## config.mk

```make
export PLATFORM = sky130hd
export DESIGN_NAME = seq_div
export DESIGN_NICKNAME = d
export VERILOG_FILES = /design/src/rtl/div_pkg.sv /design/src/rtl/div_step.sv /design/src/rtl/seq_div.sv
export SDC_FILE = /design/constraint.sdc
export NUM_CORES = 1
export LEC_CHECK = 0
export ABC_AREA = 1
export BUFFER_PORTS_ARGS = -buffer_cell sky130_fd_sc_hd__buf_2
export CAP_MARGIN = 0
export CORE_AREA = 2 2 107 109
export CTS_CLUSTER_DIAMETER = 80
export DETAILED_ROUTE_END_ITERATION = 7
export DIE_AREA = 0 0 109 111
export PLACE_DENSITY = 0.84
export SLEW_MARGIN = 10
export SYNTH_ARGS = -nofsm -noshare
export SYNTH_HDL_FRONTEND = slang
export SYNTH_HIERARCHICAL = 1
export SYNTH_SLANG_ARGS = --single-unit
```

## constraint.sdc

```tcl
create_clock -name clk -period 16.7 [get_ports clk]
set_input_delay 1.67 -clock clk [delete_from_list [all_inputs] [get_ports clk]]
set_output_delay 1.67 -clock clk [all_outputs]
set_load 0.01 [all_outputs]
```

## src/rtl/div_pkg.sv

```systemverilog
// Shared types and helpers for the sequential restoring divider.
package div_pkg;

  typedef enum logic [1:0] {
    DIV_IDLE = 2'd0,
    DIV_CALC = 2'd1,
    DIV_DONE = 2'd2
  } div_state_t;

  // Step counter width: holds 0 .. width-1.
  function automatic int cnt_w(input int width);
    return (width <= 2) ? 1 : $clog2(width);
  endfunction

endpackage

```

## src/rtl/div_step.sv

```systemverilog
// One restoring-division step: shift in the next dividend bit, trial-subtract the
// divisor through a ripple-carry adder (inverted divisor, carry-in 1), restore on borrow.
module div_step #(
  parameter int WIDTH = 32
) (
  input  logic [WIDTH-1:0] rem,
  input  logic             msb_in,
  input  logic [WIDTH-1:0] divisor,
  output logic [WIDTH-1:0] rem_next,
  output logic             qbit
);
  import div_pkg::*;

  logic [WIDTH:0]   shifted;
  logic [WIDTH:0]   sub_b;
  logic [WIDTH-1:0] diff;
  logic [WIDTH+1:0] carry;

  assign shifted  = {rem, msb_in};
  assign sub_b    = ~{1'b0, divisor};
  assign carry[0] = 1'b1;

  generate
    for (genvar gi = 0; gi < WIDTH; gi++) begin : g_rca
      assign diff[gi]      = shifted[gi] ^ sub_b[gi] ^ carry[gi];
      assign carry[gi + 1] = (shifted[gi] & sub_b[gi]) |
                             (carry[gi] & (shifted[gi] ^ sub_b[gi]));
    end
  endgenerate

  // Only the carry of the top bit matters: carry-out set means no borrow (t >= 0).
  assign carry[WIDTH + 1] = (shifted[WIDTH] & sub_b[WIDTH]) |
                            (carry[WIDTH] & (shifted[WIDTH] ^ sub_b[WIDTH]));

  assign qbit     = carry[WIDTH + 1];
  assign rem_next = qbit ? diff : shifted[WIDTH-1:0];

endmodule

```

## src/rtl/seq_div.sv

```systemverilog
// Iterative unsigned radix-2 restoring divider, one quotient bit per cycle.
// Optional macro DIV_ZERO_BYPASS_EN: zero divisor skips the iteration and finishes at accept.
module seq_div #(
  parameter int WIDTH = 32
) (
  input  logic             clk,
  input  logic             rst,
  input  logic             in_valid,
  output logic             in_ready,
  input  logic [WIDTH-1:0] X,
  input  logic [WIDTH-1:0] Y,
  output logic             out_valid,
  input  logic             out_ready,
  output logic [WIDTH-1:0] Q,
  output logic [WIDTH-1:0] R,
  output logic             div_by_zero
);
  import div_pkg::*;

  localparam int CNT_W = cnt_w(WIDTH);

  div_state_t       state_reg, state_next;
  logic [CNT_W-1:0] cnt_reg, cnt_next;
  logic [WIDTH-1:0] rem_reg, rem_next;
  logic [WIDTH-1:0] qsh_reg, qsh_next;
  logic [WIDTH-1:0] y_reg, y_next;
  logic             dbz_reg, dbz_next;

  logic [WIDTH-1:0] step_rem;
  logic             step_qbit;
  logic             accept;
  logic             deliver;
  logic             y_zero;
  logic             bypass;

  div_step #(.WIDTH(WIDTH)) u_step (
    .rem      (rem_reg),
    .msb_in   (qsh_reg[WIDTH-1]),
    .divisor  (y_reg),
    .rem_next (step_rem),
    .qbit     (step_qbit)
  );

  assign in_ready    = (state_reg == DIV_IDLE);
  assign out_valid   = (state_reg == DIV_DONE);
  assign accept      = in_valid & in_ready;
  assign deliver     = out_valid & out_ready;
  assign y_zero      = (Y == '0);
  assign Q           = qsh_reg;
  assign R           = rem_reg;
  assign div_by_zero = dbz_reg;

`ifdef DIV_ZERO_BYPASS_EN
  assign bypass = y_zero;
`else
  assign bypass = 1'b0;
`endif

  always_comb begin
    state_next = state_reg;
    cnt_next   = cnt_reg;
    rem_next   = rem_reg;
    qsh_next   = qsh_reg;
    y_next     = y_reg;
    dbz_next   = dbz_reg;
    case (state_reg)
      DIV_IDLE: begin
        if (accept) begin
          y_next   = Y;
          dbz_next = y_zero;
          cnt_next = '0;
          if (bypass) begin
            // Same result the full iteration would produce for Y == 0.
            qsh_next   = '1;
            rem_next   = X;
            state_next = DIV_DONE;
          end else begin
            qsh_next   = X;
            rem_next   = '0;
            state_next = DIV_CALC;
          end
        end
      end
      DIV_CALC: begin
        rem_next = step_rem;
        qsh_next = {qsh_reg[WIDTH-2:0], step_qbit};
        cnt_next = cnt_reg + CNT_W'(1);
        if (cnt_reg == CNT_W'(WIDTH - 1)) begin
          state_next = DIV_DONE;
        end
      end
      DIV_DONE: begin
        if (deliver) begin
          state_next = DIV_IDLE;
        end
      end
      default: state_next = DIV_IDLE;
    endcase
  end

  always_ff @(posedge clk or posedge rst) begin
    if (rst) begin
      state_reg <= DIV_IDLE;
      cnt_reg   <= '0;
      rem_reg   <= '0;
      qsh_reg   <= '0;
      y_reg     <= '0;
      dbz_reg   <= 1'b0;
    end else begin
      state_reg <= state_next;
      cnt_reg   <= cnt_next;
      rem_reg   <= rem_next;
      qsh_reg   <= qsh_next;
      y_reg     <= y_next;
      dbz_reg   <= dbz_next;
    end
  end

endmodule
```

**Word-level counts from Yosys, hierarchy flattened**

Index checks and enable logic that the tools add are counted.

- Add/sub/neg operators: 1
- Equality and inequality tests: 6
- Multiplexer cells: 11
- Bitwise operators: 166
- Reductions and logical operators: 6

Operators by type and width:

| kind | number |
|---|---|
| 32-bit case mux with 2 select lines | 2 |
| 32-bit two-way mux | 3 |
| 1-bit bitwise AND | 67 |
| 1-bit bitwise XOR | 64 |
| 32-bit NOT with 33-bit output | 1 |
| 1-bit OR | 33 |
| 32-bit zero test | 1 |
| 5-bit case mux with 2 select lines | 1 |
| 2-bit two-way mux | 3 |
| 2-bit case mux with 3 select lines | 1 |
| 5-bit by 1-bit adder with 5-bit output, second input constant | 1 |
| 5-bit equality test, second input constant | 1 |
| 5-bit two-way mux | 1 |
| 2-bit by 1-bit != test with 1-bit output, second input constant | 2 |
| 2-bit AND reduction | 2 |
| 3-bit AND reduction | 1 |
| 2-bit by 1-bit equality test with 1-bit output, second input constant | 1 |
| 2-bit equality test, second input constant | 1 |
| 2-bit zero test | 1 |
| 2-bit != test, second input constant | 1 |
| 2-bit nonzero test | 1 |
| 1-bit NOT | 1 |

- Bits in registers: 104
- Word-level logic and storage cells: 196

**Logic depth before layout (Yosys ltp)**

- Depth in word-level cells: 69
- Mapped depth: 43
- Mapped depth without buffers: 42

**By module**

Netlist, hierarchy kept.

Modules (own cells, without submodules):

| module | times used | cells each | area an instance (µm²) | sequential area each (µm²) |
|---|---|---|---|---|
| seq_div | 1 | 546 | 4546.9 | 2602.5 |
| div_step | 1 | 204 | 1372.6 | 0.0 |

**Worst setup path before layout**

No wires, ideal clock.

- Path kind: register to register
- From: register qsh_reg[31] (netlist: Q[31])
- To: register rem_reg[30] (netlist: R[30])
- Library setup time: 0.117 ns
- Arrival time: 12.619 ns
- Required time: 16.583 ns
- Setup slack: 3.964 ns
- Stages on the path, launching flop included: 43
- Path buffers: 1
- Path through: dfrtp_1 inv_1 ha_1 fa_1 fa_1 fa_1 fa_1 fa_1 fa_1 fa_1 fa_1 fa_1 fa_1 fa_1 fa_1 fa_1 fa_1 fa_1 [7 not listed] fa_1 fa_1 fa_1 fa_1 fa_1 fa_1 inv_1 fa_1 inv_1 fa_1 inv_1 fa_1 nor2_4 buf_8 nand2_1 nand2_1 nand2_1 nand2_1

- Cells in the longest elaborated chain, start to end: 68
- Elaborated cells on any way between the ends: 70
- Classes of those cells: 2 x mux; 68 x bitwise

RTL lines:

| what | line | text |
|---|---|---|
| start: declaration | seq_div.sv:25 | `logic [WIDTH-1:0] qsh_reg, qsh_next;` |
| start signal: assignment | seq_div.sv:113 | `qsh_reg <= qsh_next;` |
| 1-bit bitwise AND / 1-bit bitwise XOR (equally long branches) | div_step.sv:26, div_step.sv:27 |  |
| 1-bit OR * | div_step.sv:26 | `assign carry[gi + 1] = (shifted[gi] & sub_b[gi]) \|` |
| 1-bit bitwise AND * | div_step.sv:27 | `(carry[gi] & (shifted[gi] ^ sub_b[gi]));` |
| 1-bit OR * | div_step.sv:26 |  |
| 1-bit bitwise AND * | div_step.sv:27 |  |
| 1-bit OR * | div_step.sv:26 |  |
| 1-bit bitwise AND * | div_step.sv:27 |  |
| 1-bit OR * | div_step.sv:26 |  |
| [53 not listed] | n/a |  |
| 1-bit OR | div_step.sv:26 |  |
| 1-bit bitwise AND | div_step.sv:27 |  |
| 1-bit OR | div_step.sv:26 |  |
| 1-bit bitwise AND | div_step.sv:33 | `(carry[WIDTH] & (shifted[WIDTH] ^ sub_b[WIDTH]));` |
| 1-bit OR | div_step.sv:32 | `assign carry[WIDTH + 1] = (shifted[WIDTH] & sub_b[WIDTH]) \|` |
| 32-bit two-way mux * | div_step.sv:36 | `assign rem_next = qbit ? diff : shifted[WIDTH-1:0];` |
| named net step_rem[30] | seq_div.sv:29 | `logic [WIDTH-1:0] step_rem;` |
| 32-bit case mux with 2 select lines * | seq_div.sv:66 | `case (state_reg)` |
| end signal: assignment | seq_div.sv:112 | `rem_reg <= rem_next;` |
| end: declaration | seq_div.sv:24 | `logic [WIDTH-1:0] rem_reg, rem_next;` |

Mark *: on every way through the listed nets, which the timed path passes. The rest lies on a longest branch.
A chain may end at the register's enable or synchronous reset.

**Worst setup path in the final report**

- From: register qsh_reg[31] (netlist: Q[31])
- To: register qsh_reg[0] (netlist: Q[0])

- Cells in the longest elaborated chain, start to end: 67
- Elaborated cells on any way between the ends: 68
- Classes of those cells: 1 x mux; 67 x bitwise

RTL lines:

| what | line | text |
|---|---|---|
| 1-bit bitwise AND / 1-bit bitwise XOR (equally long branches) | div_step.sv:26, div_step.sv:27 |  |
| 1-bit OR * | div_step.sv:26 |  |
| 1-bit bitwise AND * | div_step.sv:27 |  |
| 1-bit OR * | div_step.sv:26 |  |
| 1-bit bitwise AND * | div_step.sv:27 |  |
| 1-bit OR * | div_step.sv:26 |  |
| 1-bit bitwise AND * | div_step.sv:27 |  |
| 1-bit OR * | div_step.sv:26 |  |
| [52 not listed] | n/a |  |
| 1-bit bitwise AND * | div_step.sv:27 |  |
| 1-bit OR * | div_step.sv:26 |  |
| 1-bit bitwise AND * | div_step.sv:27 |  |
| 1-bit OR * | div_step.sv:26 |  |
| 1-bit bitwise AND * | div_step.sv:33 |  |
| 1-bit OR * | div_step.sv:32 |  |
| named net step_qbit | seq_div.sv:30 | `logic step_qbit;` |
| 32-bit case mux with 2 select lines * | seq_div.sv:66 |  |

Marks and branches as above.

==> qor.csv <==
metric,value,unit
core region area,11100,um2
Sink Count,104,
die area,12100,um2
area grow syn2layout,15.9,%
Hold Fails Final Rpt,0,
power share of the sequential group,0.307,
run status,"finished, final reports clean",
initial antenna violation count,0,
initial DRC count,376,
nature of the critical path endpoint,flop,
gr ovfl total,0,
Worst Hold Class,flop to flop,
"count leader, synth",nand2_1,
DIE HEIGHT,111,um
Remaining DRCs,0,
Post-Syn Nets,852,
"Warnings, synthesis",6,
internal power,0.000856,W
clock buffer count from CTS,9,
placed inst area,6540,um2
Hold Worst Slack,0.486,ns
CP Class,flop to flop,
Bufs on Longest Clock Path,2,
total of max-cap violations,0,
Die Span X,109,um
met3 WL,775,um
All-Layer GR Usage,0.238,
post-route antenna net violation count,0,
Max IR drop VDD,0.106,mV
final period utilization,0.853,
post-CTS sizing,0,
routed metal-1 wirelength,5600,um
relative slew slack,0.293,
Yosys reg bits,104,
CP most frequent cell,fa_1,
detail-routed net length per standard cell,13.0,um
Post-Syn Area,5920,um2
Logic pwr share,0.552,
placer congestion estimate,0.842,
fillers,964,
CP arrival,14.52,ns
number of setup buffers added after CTS,0,
metal2 WL,6500,um
net switching power,0.000760,W
min Tclk post-route,14.24,ns
slowest cell on the critical path,fa_1,
WP data required,16.97,ns
IO Port Bufs,134,
worst slew pin tran,1.06,ns
vias in the first global route,4773,
"Hold-fix buffers, CTS",0,
register area share after synthesis,0.440,
Final setup viols,0,
Worst Path Max Fanout,33,
Max Freq,0.0702,GHz
clock latency on the worst-skew pair,0.35,ns
Synth Area per Inst,7.89,um2
TritonCTS clock tree,yes,
biggest cell delay along the critical path,0.88,ns
number of flops mapped to enable cells by yosys,0,
fin util,0.620,
top_reg_cell synth,dfrtp_1,
CTS Root Cell,clkbuf_16,
largest net degree at the start of global routing,72,
Place WS,2.54,ns
dpl hpwl,8960,um
H-tree lvl count,3,
asr flop ratio synth,1.00,
synth top area cells,"dfrtp_1 (44%), nand2_1 (20%), fa_1 (10%)",
cell count after synthesis,750,
share of layout cells above drive strength 1,0.203,
via/cell ratio,4.90,
clock power share,0.141,
Netlist cell types,25,
most frequent cells after synthesis,"nand2_1 (314), inv_1 (110), dfrtp_1 (104), o21ai_0 (76), fa_1 (31)",
first-pass GRT wire length,22500,um
Post-Route WL,13200,um
setup_tns,0,ns
initial core utilization,0.534,
"CTS clk-pin slew, worst paths",0.08,ns
top sig layer,met4,
n_diodes,0,
Leakage Power,3.81,nW
Cell Pwr Density,235,nW/um2
Clock Skews,0.0101,ns
RSZ-0062 raised after global routing,no,
# rows,39,
IO Pins,135,
Synth top area share,0.440,
final instance area,6860,um2
final-stage net count,963,
post-route setup slack,2.46,ns
routed via count,4949,
largest area contributor in the netlist,dfrtp_1,
"Slew Viols, Final",0,
switching part of the total power,0.470,
Pre-Repair DR Iteration Count,4,
Worst setup SP type,flop,
==> path summary, 6_finish.rpt <==
path | slack, ns | from | cells after the start | end
max | 2.46 | Q[31] | 42 | Q[0]
min | 0.49 | y_reg[29] | 2 | y_reg[29]
max reg2reg | 2.46 | Q[31] | 42 | Q[0]
min reg2reg | 0.49 | y_reg[29] | 2 | y_reg[29]
max in group asynchronous | 14.15 | rst | 3 | y_reg[4]
min in group asynchronous | 1.32 | rst | 2 | Q[21]
==> kinds of logic after synthesis <==
logic type / count (synthesis) / synth area share
buffers and inverters: 149 / 0.115
adder cells (fa/ha/maj): 34 / 0.111
AO/OA/AOI/OAI: 111 / 0.101
flip-flops: 104 / 0.440
AND/OR/NAND/NOR: 352 / 0.234
==> critical path, delay by kind of cell (launching register included) <==
kind / cells / cell delay, ns
AO/OA/AOI/OAI: 1 / 0.10
AND/OR/NAND/NOR: 4 / 0.59
flip-flops: 1 / 0.40
adder cells (fa/ha/maj): 32 / 12.65
buffers and inverters: 5 / 0.42
==> layout by cell type, fill, tap and decap left out <==
cell,count
nand2_1,314
buf_2,134
inv_1,109
dfrtp_1,104
o21ai_0,76
fa_1,31
o21ai_1,22
nor2_1,22
o21ai_2,10
clkbuf_16,9
nand2_2,6
nand3_1,6
inv_4,3
ha_1,3
inv_6,3
nor2_4,2
clkinv_8,2
buf_4,2
nand2_4,1
inv_2,1
nor2_8,1
a21oi_1,1
o31ai_1,1
o21bai_1,1
bufinv_16,1
inv_8,1
==> power groups by stage <==
stage / Combinational [W] / Clock, W / Sequential [W]
finish: 0.000893 / 0.000227 / 0.000496
global route: 0.00105 / 0.000243 / 0.000515
CTS: 0.000897 / 0.000233 / 0.000497
detailed placement: 0.000887 / 0 / 0.000497
global placement: 0.000841 / 0 / 0.000496
floorplan: 0.000669 / 0 / 0.000503
==> layout make-up <==
class	count	area [um2]	area share
multi-input combinational	497	2640	0.385
inverter	113	432	0.0629
sequential	104	2600	0.379
timing repair buffer	136	686	0.0999
tap	143	179	0.0261
clock buffer	9	225	0.0328
clock inverter	7	100	0.0146
==> through the flow <==
stage | cells | total power [W]
6_report | 1009 | 0.00162
5_1_grt | 1009 | 0.00180
4_1_cts | 1009 | 0.00163
3_5_place_dp | 993 | 0.00138
3_3_place_gp | 993 | 0.00134
2_1_floorplan | 750 | 0.00117
==> per-layer routing <==
metal  global-route usage  vias up
met1                0.319     2326
met2                0.369      129
met3               0.0694       26
met5                    0        -
li1                     -     2468
met4               0.0821        0
Note: power is estimated with default switching activity, not from simulation.
